$ cat src/rtl/branch_resolve_queue.sv
// rtl/branch_resolve_queue.sv - in-flight branch record FIFO with resolution, table update and recovery
// Optional counters enabled by macro BRQ_STATS_EN (adds stat_resolved / stat_mispred).
module branch_resolve_queue #(
   parameter int LOWER = 5,
   parameter int DEPTH = 4
) (
   input  logic                     clk,
   input  logic                     rst,
   input  logic                     pred_valid,
   input  logic [LOWER-1:0]         pred_idx,
   input  logic                     pred_taken,
   output logic                     pred_ready,
   input  logic                     res_valid,
   input  logic                     res_taken,
   input  logic                     res_jump,
   input  logic                     flush,
   output logic                     upd_en,
   output logic [LOWER-1:0]         upd_addr,
   output logic                     upd_taken,
   output logic                     upd_jumped,
   output logic                     mispredict,
   output logic                     res_err,
`ifdef BRQ_STATS_EN
   output logic [15:0]              stat_resolved,
   output logic [15:0]              stat_mispred,
`endif
   output logic [$clog2(DEPTH):0]   count
);

   localparam int AW = $clog2(DEPTH);
   localparam int CW = AW + 1;
   localparam logic [CW-1:0] FULL = CW'(DEPTH);

   typedef enum logic {RUN, RECOVER} state_t;

   state_t           state_q, state_d;
   logic [AW-1:0]    rd_ptr_q, rd_ptr_d;
   logic [AW-1:0]    wr_ptr_q, wr_ptr_d;
   logic [CW-1:0]    count_q, count_d;

   logic [LOWER-1:0] idx_mem_q [DEPTH];
   logic             tkn_mem_q [DEPTH];

   logic             upd_en_q, upd_en_d;
   logic [LOWER-1:0] upd_addr_q, upd_addr_d;
   logic             upd_taken_q, upd_taken_d;
   logic             upd_jumped_q, upd_jumped_d;
   logic             mispredict_q, mispredict_d;
   logic             res_err_q, res_err_d;

   logic             push_w, pop_w, mis_w, empty_w;
   logic [LOWER-1:0] head_idx_w;
   logic             head_tkn_w;

   assign head_idx_w = idx_mem_q[rd_ptr_q];
   assign head_tkn_w = tkn_mem_q[rd_ptr_q];
   assign pred_ready = (state_q == RUN) && (count_q < FULL);
   assign push_w     = pred_valid && pred_ready;
   assign pop_w      = res_valid && (count_q != '0);
   assign mis_w      = pop_w && ((res_taken | res_jump) != head_tkn_w);
   // A mispredict or flush drops everything still queued, including this cycle's push.
   assign empty_w    = flush || mis_w;

   always_comb begin
      rd_ptr_d     = rd_ptr_q;
      wr_ptr_d     = wr_ptr_q;
      count_d      = count_q;
      upd_en_d     = pop_w;
      upd_addr_d   = '0;
      upd_taken_d  = 1'b0;
      upd_jumped_d = 1'b0;
      mispredict_d = mis_w;
      res_err_d    = res_valid && (count_q == '0);
      if (pop_w) begin
         upd_addr_d   = head_idx_w;
         upd_taken_d  = res_taken;
         upd_jumped_d = res_jump;
      end
      if (empty_w) begin
         rd_ptr_d = wr_ptr_q;
         count_d  = '0;
      end else begin
         if (pop_w)  rd_ptr_d = rd_ptr_q + 1'b1;
         if (push_w) wr_ptr_d = wr_ptr_q + 1'b1;
         count_d = count_q + {{(CW-1){1'b0}}, push_w} - {{(CW-1){1'b0}}, pop_w};
      end
   end

   always_comb begin
      state_d = state_q;
      case (state_q)
         RUN:     if (mis_w) state_d = RECOVER;
         RECOVER: if (!flush) state_d = RUN;
         default: state_d = RUN;
      endcase
   end

   always_ff @(posedge clk) begin
      if (rst) begin
         state_q      <= RUN;
         rd_ptr_q     <= '0;
         wr_ptr_q     <= '0;
         count_q      <= '0;
         upd_en_q     <= 1'b0;
         upd_addr_q   <= '0;
         upd_taken_q  <= 1'b0;
         upd_jumped_q <= 1'b0;
         mispredict_q <= 1'b0;
         res_err_q    <= 1'b0;
      end else begin
         state_q      <= state_d;
         rd_ptr_q     <= rd_ptr_d;
         wr_ptr_q     <= wr_ptr_d;
         count_q      <= count_d;
         upd_en_q     <= upd_en_d;
         upd_addr_q   <= upd_addr_d;
         upd_taken_q  <= upd_taken_d;
         upd_jumped_q <= upd_jumped_d;
         mispredict_q <= mispredict_d;
         res_err_q    <= res_err_d;
      end
   end

   always_ff @(posedge clk) begin
      if (push_w && !empty_w && !rst) begin
         idx_mem_q[wr_ptr_q] <= pred_idx;
         tkn_mem_q[wr_ptr_q] <= pred_taken;
      end
   end

`ifdef BRQ_STATS_EN
   logic [15:0] stat_resolved_q, stat_mispred_q;

   always_ff @(posedge clk) begin
      if (rst) begin
         stat_resolved_q <= '0;
         stat_mispred_q  <= '0;
      end else begin
         if (pop_w && stat_resolved_q != 16'hFFFF) stat_resolved_q <= stat_resolved_q + 16'd1;
         if (mis_w && stat_mispred_q != 16'hFFFF)  stat_mispred_q  <= stat_mispred_q + 16'd1;
      end
   end

   assign stat_resolved = stat_resolved_q;
   assign stat_mispred  = stat_mispred_q;
`endif

   assign upd_en     = upd_en_q;
   assign upd_addr   = upd_addr_q;
   assign upd_taken  = upd_taken_q;
   assign upd_jumped = upd_jumped_q;
   assign mispredict = mispredict_q;
   assign res_err    = res_err_q;
   assign count      = count_q;

endmodule

$ cat config.mk
export PLATFORM = sky130hd
export DESIGN_NAME = branch_resolve_queue
export DESIGN_NICKNAME = d
export VERILOG_FILES = /design/src/rtl/branch_resolve_queue.sv
export SDC_FILE = /design/constraint.sdc
export NUM_CORES = 1
export LEC_CHECK = 0
export ABC_AREA = 0
export ABC_CLOCK_PERIOD_IN_PS = 5000
export CAP_MARGIN = 20
export CORE_ASPECT_RATIO = 2
export CORE_MARGIN = 1.5
export CORE_UTILIZATION = 56
export CTS_CLUSTER_DIAMETER = 200
export CTS_CLUSTER_SIZE = 8
export DETAILED_ROUTE_END_ITERATION = 7
export GPL_TIMING_DRIVEN = 0
export HOLD_SLACK_MARGIN = 0.15
export PLACE_DENSITY = 0.84
export SYNTH_ARGS = -nofsm -noshare
export SYNTH_HDL_FRONTEND = slang
export SYNTH_SLANG_ARGS = --single-unit
$ cat constraint.sdc
create_clock -name clk -period 5 [get_ports clk]
set_input_delay 1.25 -clock clk [delete_from_list [all_inputs] [get_ports clk]]
set_output_delay 1.25 -clock clk [all_outputs]
set_load 0.02 [all_outputs]
# == After elaboration in Yosys (flattened, before gate mapping) ==
# Memories as Yosys holds them, arrays and structs flattened. A register that Yosys moved wholly into a read port is not among the register bits.
# Cells that the tools add are included.
# totals
memories,2
out_inout_bits,14
word_cells,46
reg_bits,13
ramBits,24
in_bits,13
# mem_list
memory,depth,width,read_ports,rd_ports_with_merged_regs,wr,line_no,source
idx_mem_q,4,5,1,1,1,41,logic [LOWER-1:0] idx_mem_q [DEPTH];
tkn_mem_q,4,1,1,1,1,42,logic tkn_mem_q [DEPTH];
# op_classes
n_reduce_logical,16
order_cmp,1
muxes,9
bitwise_logic,4
eq_ne,1
addsub,4
# op_table
op,n
two-way mux 2 bit,4
logical AND 1 bit,7
"adder 2 x 1 -> 2 bit, second input constant",2
two-way mux 1 bit,4
OR reduction 2 bit,2
adder 3 x 1 -> 3 bit,1
zero test 3 bit,1
"less-than comparator 3 bit, second input constant",1
inverter 1 bit,3
nonzero test 3 bit,1
subtractor 3 x 1 -> 3 bit,1
zero test 1 bit,2
case mux 1 bit (2 select lines),1
AND reduction 2 bit,1
nonzero test 2 bit,1
logical OR 1 bit,1
inequality test 1 bit,1
OR 1 bit,1

# == Depth between registers and ports, before layout ==
# Gate-level depths: netlist (run 1).
# depth
ltp_word,9
depth_mapped,10
mapped_depth_nobuf,10

# == Worst setup path after synthesis (run 1) ==
# OpenSTA, ideal clock, no wires.
# synth_path
path_kind,input-to-reg
from,in res_valid
to,"reg count_q[2], in the netlist count[2]"
t_arrival_ns,2.876
n_path_buf,0
cell_stages,9
required_ns,4.885
setup_slack_ns,2.009
setup_ns,0.115
cell_sequence,o31ai_4 -> clkinv_1 -> ha_1 -> inv_1 -> ha_1 -> fa_1 -> xor2_1 -> xnor2_1 -> and2_1
# synth_via
elab_chain_cells,4
elab_cells_between_ends,5
classes_between,add/sub (1); reduce/logical (4)
# synth_rtl
element,line_no,source
"start, declared",13,"input logic res_valid,"
logical AND 1 bit (*),59,assign pop_w = res_valid && (count_q != '0);
named net pop_w,51,"logic push_w, pop_w, mis_w, empty_w;"
branches (longest 3 deep; another with subtractor 3 x 1 -> 3 bit),-,
"end signal, assigned",114,count_q <= count_d;
"end, declared",39,"logic [CW-1:0] count_q, count_d;"
# Mark *: on every way through the listed nets, which the timed path passes.
# A chain may end at the register's enable or synchronous reset.

# == Worst setup path after layout (run 1) ==
# Same ends and word-level chain as after synthesis.

==> results of run 1 <==
-- worst max-delay path: cells and delay by family --
kind | cells | cell delay (ps)
and+or+nand+nor | 1 | 150
AOI/OAI and AO/OA | 1 | 90
xor gates and xnor gates | 2 | 290
adders and majority gates | 3 | 950
buffers and inverters | 3 | 810
-- synthesized netlist by cell type --
cell      instances  area, µm²
a211o_1           1       8.76
a211oi_2          2       25.0
a21oi_1           1       5.00
a22oi_1           2       15.0
a31oi_1           2       12.5
and2_1           11       68.8
and3_1            4       25.0
buf_1             1       3.75
clkbuf_1          3       11.3
clkinv_1          1       3.75
dfxtp_1          20        400
edfxtp_1         24        721
fa_1              1       20.0
ha_1              6       75.1
inv_1             6       22.5
mux2_4            1       15.0
mux2i_1           1       10.0
mux4_2            6        135
nand2_1           2       7.51
nand2b_1          4       25.0
nand3_1           2       10.0
nand3b_1          2       15.0
nor2_1            7       26.3
nor4_1            1       6.26
o31ai_4           1       21.3
or4_1             1       7.51
xnor2_1           1       8.76
xnor2_4           1       27.5
xor2_1            1       8.76
-- sequential cells by signal (all words and copies together), names as in the netlist, 2 cells and up, named ones only --
| register | flops |
|---|---|
| idx_mem_q | 20 |
| count | 3 |
| upd_addr | 5 |
| tkn_mem_q | 4 |
| rd_ptr_q | 2 |
| wr_ptr_q | 2 |
-- cell families after synthesis --
| group | Yosys count | share of synthesized area [%] |
|---|---|---|
| AOI/OAI and AO/OA | 9 | 5.03 |
| xor gates and xnor gates | 3 | 2.59 |
| adders and majority gates | 7 | 5.46 |
| buffers and inverters | 11 | 2.37 |
| muxes | 8 | 9.20 |
| DFF | 44 | 64.4 |
| and+or+nand+nor | 34 | 11.0 |
-- per-layer routing --
metal / wire length (µm) / vias to the layer above / track usage [%]
met5: 0 / - / 0
met4: 77 / 0 / 11.3
met1: 1010 / 501 / 19.9
met3: 140 / 6 / 4.62
li1: - / 484 / -
met2: 1700 / 34 / 36.0
-- where the power goes --
part | total [mW] | internal, mW | leakage, nW | switching, mW
logic | 0.0835 | 0.0418 | 0.319 | 0.0417
registers | 0.400 | 0.392 | 0.379 | 0.00794
clock network | 0.231 | 0.112 | 0.0445 | 0.119
total | 0.715 | 0.546 | 0.742 | 0.169
-- cell type report --
type | instances | share of cell area (%)
buffer | 4 | 0.707
clock inverter | 1 | 0.354
sequential | 44 | 52.8
timing repair buffer | 25 | 11.8
clock buffer | 7 | 4.07
multi-input combinational | 61 | 27.3
tap | 30 | 1.77
inverter | 7 | 1.24
-- metrics by stage --
stage / hold slack, ps / util (%) / setup WS, ps / cells
after floorplan: 440 / - / 2010 / 116
after global placement: 451 / 69.0 / 1400 / 171
after detailed placement: 469 / 69.0 / 1330 / 171
after CTS: 479 / 72.2 / 1660 / 179
after global routing: 501 / 72.2 / 1520 / 179
final: 481 / 72.2 / 1670 / 179
-- path summary, 6_finish.rpt --
check	slack [ps]	startpoint	end	cells past startpoint
worst max register to register	2490	count[2]	count[2]	9
worst min-delay path	480	state_q	state_q	2
worst min register to register	480	state_q	state_q	2
worst max-delay path	1670	res_valid	count[2]	10
==> metrics.yaml, run 1 <==
die_x_um: 42.4
postSynthCellCount: 116
period_minus_slack_ps: 3330
max_freq_mhz: 300
final.setup.tns_ps: 0
drt_iter0_markers: 21
rsz0062_at_grt: "no"
grt_pass1_vias: 1018
die_h_um: 81.9
crit_type: "in2reg"
max_cap_violations: 0
dp_hpwl_um: 2180
crit_slowest_cell: "clkdlybuf4s50_1"
outcome: "complete, no violations"
cts_root_buf: "clkbuf_8"
multi_input_area_um2: 579
num_io_pins: 27
ys_types: 29
core_um2: 2940
clk_path_buf_depth: 2
antenna_found_initial: 0
grt_max_degree: 14
port-buffer-count: 25
crit_chain: "clkdlybuf4s50_1 -> o31ai_4 -> clkinv_1 -> ha_1 -> inv_1 -> ha_1 -> fa_1 -> xor2_1 -> xnor2_1 -> and2_1"
slowest_delay_ps: 470
layout_common_cells: "25 x clkdlybuf4s50_1, 24 x edfxtp_1, 20 x dfxtp_1"
routed_wl_um: 2930
cts_setup_buffers: 0
synth_seq_cells: 44
die-area_um2: 3470
drive_gt1_share_pct: 12.1
ctsHoldBuffers: 0
fillers: 208
grt-ovfl-total: 0
final_nets: 168
cp.required_ps: 5200
syn_area_um2: 1740
arrival_ps: 3540
vias_per_cell: 5.73
place_congestion: 0.832
grt_first_pass_wirelength_um: 4820
syn_area_per_cell_um2: 15.0
grt_usage_pct: 19.7
slew_headroom_pct: 62.6
cp-end-kind: "flip-flop"
vdd_drop_max_mv: 0.289
yosysSeqAreaShare_pct: 64.4
initial_core_util_pct: 59.2
mostFrequentLayoutCell: "clkdlybuf4s50_1"
place_area_um2: 2030
dr.pass1.iters: 4
slew_violations: 0
wl_per_cell_um: 16.3
regArea_um2: 1120
num_rows: 28
min_period_over_period_pct: 66.7
fin_worst_skew_ps: 5.60
finalHoldViolCount: 0
start_kind: "primary input"
vias: 1025
drc: 0
diodes: 0
ctsResizeCount: 0
ant_nets: 0
final-setup-viol-count: 0
leakagePower_nw: 0.742
clk-insertion-delay-late_ps: 300
cts_tree: "built"
path_max_fanout: 9
area_growth_pct: 21.9
design_area_um2: 2120
clock_sinks: 44
cpMostUsedCell: "ha_1"
cts-htree-levels: 2
clkTransAtPathRegs_ps: 80
p_total_mw: 0.715
synthesis.nets: 136
synth_warnings: 0
min_path_type: "reg2reg"
cts-buffers-inserted: 5
tightest_slew_ps: 562
power.density_nw_per_um2: 337
Note: power is estimated with default switching activity, not from simulation.
==> run 2: changes to the inputs <==
--- a/config.mk
+++ b/config.mk
@@ -6,17 +6,17 @@
 export NUM_CORES = 1
 export LEC_CHECK = 0
 export ABC_AREA = 0
-export ABC_CLOCK_PERIOD_IN_PS = 5000
+export ABC_CLOCK_PERIOD_IN_PS = 3100
 export CAP_MARGIN = 20
 export CORE_ASPECT_RATIO = 2
 export CORE_MARGIN = 1.5
-export CORE_UTILIZATION = 56
+export CORE_UTILIZATION = 52
 export CTS_CLUSTER_DIAMETER = 200
 export CTS_CLUSTER_SIZE = 8
 export DETAILED_ROUTE_END_ITERATION = 7
 export GPL_TIMING_DRIVEN = 0
 export HOLD_SLACK_MARGIN = 0.15
-export PLACE_DENSITY = 0.84
+export PLACE_DENSITY = 0.78
 export SYNTH_ARGS = -nofsm -noshare
 export SYNTH_HDL_FRONTEND = slang
 export SYNTH_SLANG_ARGS = --single-unit
==> constraint.sdc (replaced) <==
create_clock -name clk -period 3.1 [get_ports clk]
set_input_delay 0.775 -clock clk [delete_from_list [all_inputs] [get_ports clk]]
set_output_delay 0.775 -clock clk [all_outputs]
set_load 0.02 [all_outputs]
==> run 2 against run 1 <==
Compared with the run above: clock skew about the same; die area increased by 7.3%; worst setup slack got worse by 1400 ps; sequential power increased by 61%; total power increased by 57%; register-to-register slack got worse by 1900 ps; combinational power increased by 63%; via count increased by 2.4%.
==> metrics.yaml, run 2 (synthesized netlist as in run 1, its figures left out) <==
cts_root_buf: "clkbuf_8"
rr_worst_depth: 9
largest_register_ffs: 20
arrival_ps: 3070
grt_pass1_vias: 1114
clkTransAtPathRegs_ps: 80
grt_first_pass_wirelength_um: 4970
setup_ws_ps: 220
cts-buffers-inserted: 5
antenna_found_initial: 0
cpMostUsedCell: "ha_1"
vias_per_cell: 5.83
worst-r2r-setup-slack_ps: 570
grt_usage_pct: 18.6
core_um2: 3190
p_comb_share_pct: 12.1
num_io_pins: 27
crit_type: "in2reg"
die_x_um: 43.9
finalHoldViolCount: 0
die-area_um2: 3730
regArea_um2: 1120
drive_gt1_share_pct: 11.4
rsz0062_at_grt: "no"
dp_hpwl_um: 2180
p_clk_share_pct: 30.2
switching_share_pct: 23.3
clock_sinks: 44
tightest_slew_ps: 581
start_kind: "primary input"
cts_setup_buffers: 0
ctsHoldBuffers: 0
fin_worst_skew_ps: 5.94
port-buffer-count: 25
internal-power_mw: 0.858
num_rows: 29
path_max_fanout: 9
diodes: 0
holdPathStages: 2
hold-path-endpoint: "state_q"
period_minus_slack_ps: 2880
min_from: "state_q"
ant_nets: 0
place_congestion: 0.748
multi_input_area_um2: 579
ctsResizeCount: 0
cts_tree: "built"
design_area_um2: 2110
slew_violations: 0
slowest_delay_ps: 460
drc: 0
power.share.sequential_pct: 57.7
min_period_over_period_pct: 92.9
fin_cells: 180
crit_chain: "clkdlybuf4s50_1 -> o31ai_4 -> clkinv_1 -> ha_1 -> inv_1 -> ha_1 -> fa_1 -> xor2_1 -> xnor2_1 -> and2_1"
fillers: 256
min_path_type: "reg2reg"
clk_path_buf_depth: 2
p_sw_mw: 0.261
routed_wl_um: 2980
place_inst: 172
layout_common_cells: "25 x clkdlybuf4s50_1, 24 x edfxtp_1, 20 x dfxtp_1"
hold_ws_ps: 489
r2r-end: "count[2]"
clk-insertion-delay-late_ps: 290
vias: 1050
max_freq_mhz: 347
cts-htree-levels: 2
power.density_nw_per_um2: 530
dr.pass1.iters: 4
crit_slowest_cell: "clkdlybuf4s50_1"
place_area_um2: 2030
mostFrequentLayoutCell: "clkdlybuf4s50_1"
largest_register: "idx_mem_q"
initial_core_util_pct: 54.5
vdd_drop_max_mv: 0.481
max_cap_violations: 0
final_nets: 168
grt-ovfl-total: 0
die_h_um: 84.8
cp.required_ps: 3290
grt_max_degree: 14
wl_per_cell_um: 16.6
area_growth_pct: 21.3
reg2reg_from: "count[2]"
leakagePower_nw: 0.740
outcome: "complete, no violations"
post-place-ws_ps: -85.6
final-setup-viol-count: 0
slew_headroom_pct: 61.3
cp-end-kind: "flip-flop"
drt_iter0_markers: 43
-- run 2: cell count changes in the layout (fill, tap and decap cells not counted), sizes merged --
cell      change
clkinv        +1
clkinvlp      -1
-- run 2: metal layers --
layer | part of all wire [%] | GRT usage [%]
met5 | 0 | 0
met4 | 3.8 | 10.2
met3 | 4.7 | 3.83
met2 | 57 | 33.0
met1 | 34 | 19.1
-- run 2: area by class of cell --
cell class	count	share of cell area, %
clock buffer	7	3.61
timing repair buffer	25	11.8
tap	31	1.84
sequential	44	53.1
inverter	7	1.24
clock inverter	1	0.237
multi-input combinational	61	27.4
buffer	4	0.711
-- run 2: stage by stage --
step / util, % / TNS, ps / total power, mW
global route: 66.1 / 0 / 1.16
detailed placement: 63.6 / -85.6 / 0.795
global placement: 63.6 / -25.3 / 0.788
floorplan: - / 0 / 0.740
CTS: 66.1 / 0 / 1.13
finish: 66.1 / 0 / 1.12
-- run 2: worst max path at each step --
stage | endpoint | from
floorplan | count[2] | res_valid
global placement | count[2] | res_valid
detailed placement | count[2] | res_valid
CTS | count[2] | res_valid
global route | count[2] | res_valid
finish | count[2] | res_valid
-- run 2: critical path: cells and delay by family --
family                     cells  cell delay (ps)
xor gates and xnor gates       2              290
AOI/OAI and AO/OA              1               90
adders and majority gates      3              950
buffers and inverters          3              800
and+or+nand+nor                1              160
-- run 2: power by group through the flow --
| stage | clock network, mW | logic [mW] | registers (mW) |
|---|---|---|---|
| 2_1_floorplan | 0 | 0.0730 | 0.667 |
| 3_3_place_gp | 0 | 0.131 | 0.657 |
| 3_5_place_dp | 0 | 0.136 | 0.659 |
| 4_1_cts | 0.345 | 0.137 | 0.646 |
| 5_1_grt | 0.364 | 0.148 | 0.647 |
| 6_report | 0.338 | 0.136 | 0.646 |
==> run 3: changes to the inputs <==
--- a/config.mk
+++ b/config.mk
@@ -5,7 +5,7 @@
 export SDC_FILE = /design/constraint.sdc
 export NUM_CORES = 1
 export LEC_CHECK = 0
-export ABC_AREA = 0
+export ABC_AREA = 1
 export ABC_CLOCK_PERIOD_IN_PS = 3100
 export CAP_MARGIN = 20
 export CORE_ASPECT_RATIO = 2
@@ -16,7 +16,7 @@
 export DETAILED_ROUTE_END_ITERATION = 7
 export GPL_TIMING_DRIVEN = 0
 export HOLD_SLACK_MARGIN = 0.15
-export PLACE_DENSITY = 0.78
+export PLACE_DENSITY = 0.86
 export SYNTH_ARGS = -nofsm -noshare
 export SYNTH_HDL_FRONTEND = slang
 export SYNTH_SLANG_ARGS = --single-unit
==> run 3 against run 2 <==
Compared with the run above: hold slack got worse by 12 ps; total power grew 4.6%; global-route usage increased by 0.87 points; critical path depth is 3 lower; area after synthesis increased by 1.8%; sequential share of layout area shrank 1.0 points; die area rose by 1.7%; critical path type unchanged; core utilization is 0.54 points higher; worst setup slack gained 460 ps; first-iteration DRC count is 35% lower; non-clock buffer count unchanged.
==> metrics.yaml, run 3 <==
post-synth-top-count-cell: "nor2_1"
path_max_fanout: 9
final-setup-viol-count: 0
cp-startpoint: "res_taken"
arrival_ps: 2350
wl_per_cell_um: 13.0
final.setup.tns_ps: 0
dr.pass1.iters: 4
max_cap_violations: 0
clock_sinks: 44
ctsHoldBuffers: 0
async_flop_share_pct: 0
cts_setup_buffers: 0
power.density_nw_per_um2: 544
grt_pass1_vias: 1239
drt_iter0_markers: 28
ant_nets: 0
final_nets: 226
dp_hpwl_um: 2270
largest_register_ffs: 20
rr_worst_depth: 5
routed_wl_um: 3090
fin_worst_skew_ps: 5.24
antenna_found_initial: 0
syn_area_per_cell_um2: 10.2
clk-insertion-delay-late_ps: 290
num_rows: 29
ctsResizeCount: 0
start_kind: "primary input"
min_path_type: "reg2reg"
cts-htree-levels: 2
cp-end-kind: "flip-flop"
synthesis.nets: 193
layout_common_cells: "33 x nor2_1, 26 x inv_1, 26 x clkdlybuf4s50_1"
leakagePower_nw: 0.867
vias: 1214
die_h_um: 85.6
cp.required_ps: 3030
largest_register: "idx_mem_q"
max_freq_mhz: 413
port-buffer-count: 26
outcome: "complete, no violations"
area_growth_pct: 21.5
ys_types: 22
crit_type: "in2reg"
vdd_drop_max_mv: 0.429
synth_seq_cells: 44
r2r-end: "idx_mem_q[3][4]"
slew_headroom_pct: 59.2
synth_area_leader_cell: "edfxtp_1"
slew_violations: 0
num_io_pins: 27
postSynthCellCount: 173
period_minus_slack_ps: 2420
die_x_um: 44.3
initial_core_util_pct: 54.9
grt-ovfl-total: 0
min_period_over_period_pct: 78.0
yosysTopAreaCellShare_pct: 40.6
synth_commonest_cells: "33 x nor2_1, 26 x inv_1, 24 x edfxtp_1"
die-area_um2: 3790
worst-r2r-setup-slack_ps: 1180
drc: 0
yosysSeqAreaShare_pct: 63.2
grt_usage_pct: 19.4
clk_path_buf_depth: 2
vias_per_cell: 5.10
tightest_slew_ps: 609
drive_gt1_share_pct: 9.18
cts_root_buf: "clkbuf_8"
crit_end: "idx_mem_q[3][4]"
reg2reg_from: "count[2]"
rsz0062_at_grt: "no"
synth_area_leaders: "edfxtp_1 41%, dfxtp_1 23%, nor2_1 7.0%, inv_1 5.5%, ha_1 4.2%"
cts_tree: "built"
synth_warnings: 0
place_congestion: 0.772
finalHoldViolCount: 0
p_total_mw: 1.17
diodes: 0
clkTransAtPathRegs_ps: 70
syn_area_um2: 1770
mostFrequentLayoutCell: "nor2_1"
synth_edf_count: 24
synth_flop_cell: "edfxtp_1"
core_um2: 3230
cts-buffers-inserted: 5
grt_max_degree: 14
grt_first_pass_wirelength_um: 5360
[run 3: cell count changes after synthesis, moves of 6 or more]
| cell | before | now |
|---|---|---|
| nand2_1 | 2 | 16 |
| inv_1 | 6 | 26 |
| nor2_1 | 7 | 33 |
| and2_1 | 11 | 0 |
| mux4_2 | 6 | 0 |
| o21ai_0 | 0 | 13 |
| nand3_1 | 2 | 8 |
[run 3: final cells by class]
type	instances	area [µm²]
buffer	3	12.5
clock buffer	7	76.3
clock inverter	1	5.00
fill	239	1080
inverter	29	109
multi-input combinational	97	531
sequential	44	1120
tap	31	38.8
timing repair buffer	26	260
[run 3: how the worst min path moves through the flow]
stage,start,to,slack (ps),cells past startpoint
2_1_floorplan,state_q,state_q,440,2
3_3_place_gp,state_q,state_q,460,2
3_5_place_dp,state_q,state_q,470,2
4_1_cts,state_q,state_q,480,2
5_1_grt,state_q,state_q,510,2
6_report,state_q,state_q,480,2
[run 3: kinds of logic (layout without fill, tap and decap cells)]
group	after synthesis	after routing	synth area share, %
flops	44	44	63.2
simple gates	67	67	17.2
fa+ha+maj	7	7	5.36
xor+xnor	3	3	1.48
compound gates	20	20	5.86
buf+inv	32	66	6.85
[run 3: per-layer routing]
metal  global-route usage (%)  vias to the layer above  routed length [µm]
met3                     4.42                        5                  92
met1                     21.4                      568                1140
li1                         -                      620                   -
met4                     9.09                        0                  70
met2                     33.8                       21                1790
met5                        0                        -                   0
[run 3: stage by stage]
step | area (µm²) | setup WS (ps) | util (%) | cells | hold slack, ps
after floorplan | 1770 | 1050 | - | 173 | 443
after global placement | 2070 | 365 | 64.2 | 230 | 458
after detailed placement | 2070 | 341 | 64.2 | 230 | 471
after CTS | 2150 | 630 | 66.7 | 238 | 484
after global routing | 2150 | 576 | 66.7 | 238 | 512
final | 2150 | 681 | 66.7 | 238 | 477
[run 3: worst max-delay path, stage by stage]
cell             delay [ps]
clkdlybuf4s50_1         450
inv_1                    40
nand2_1                  80
nand3_1                 120
nand3_4                 160
nand4_1                 190
nor2_1                  530
[run 3: power by group]
part	switching, mW	total [mW]	internal, mW
sequential	0.0140	0.653	0.639
clock	0.176	0.334	0.158
combinational	0.108	0.184	0.0761
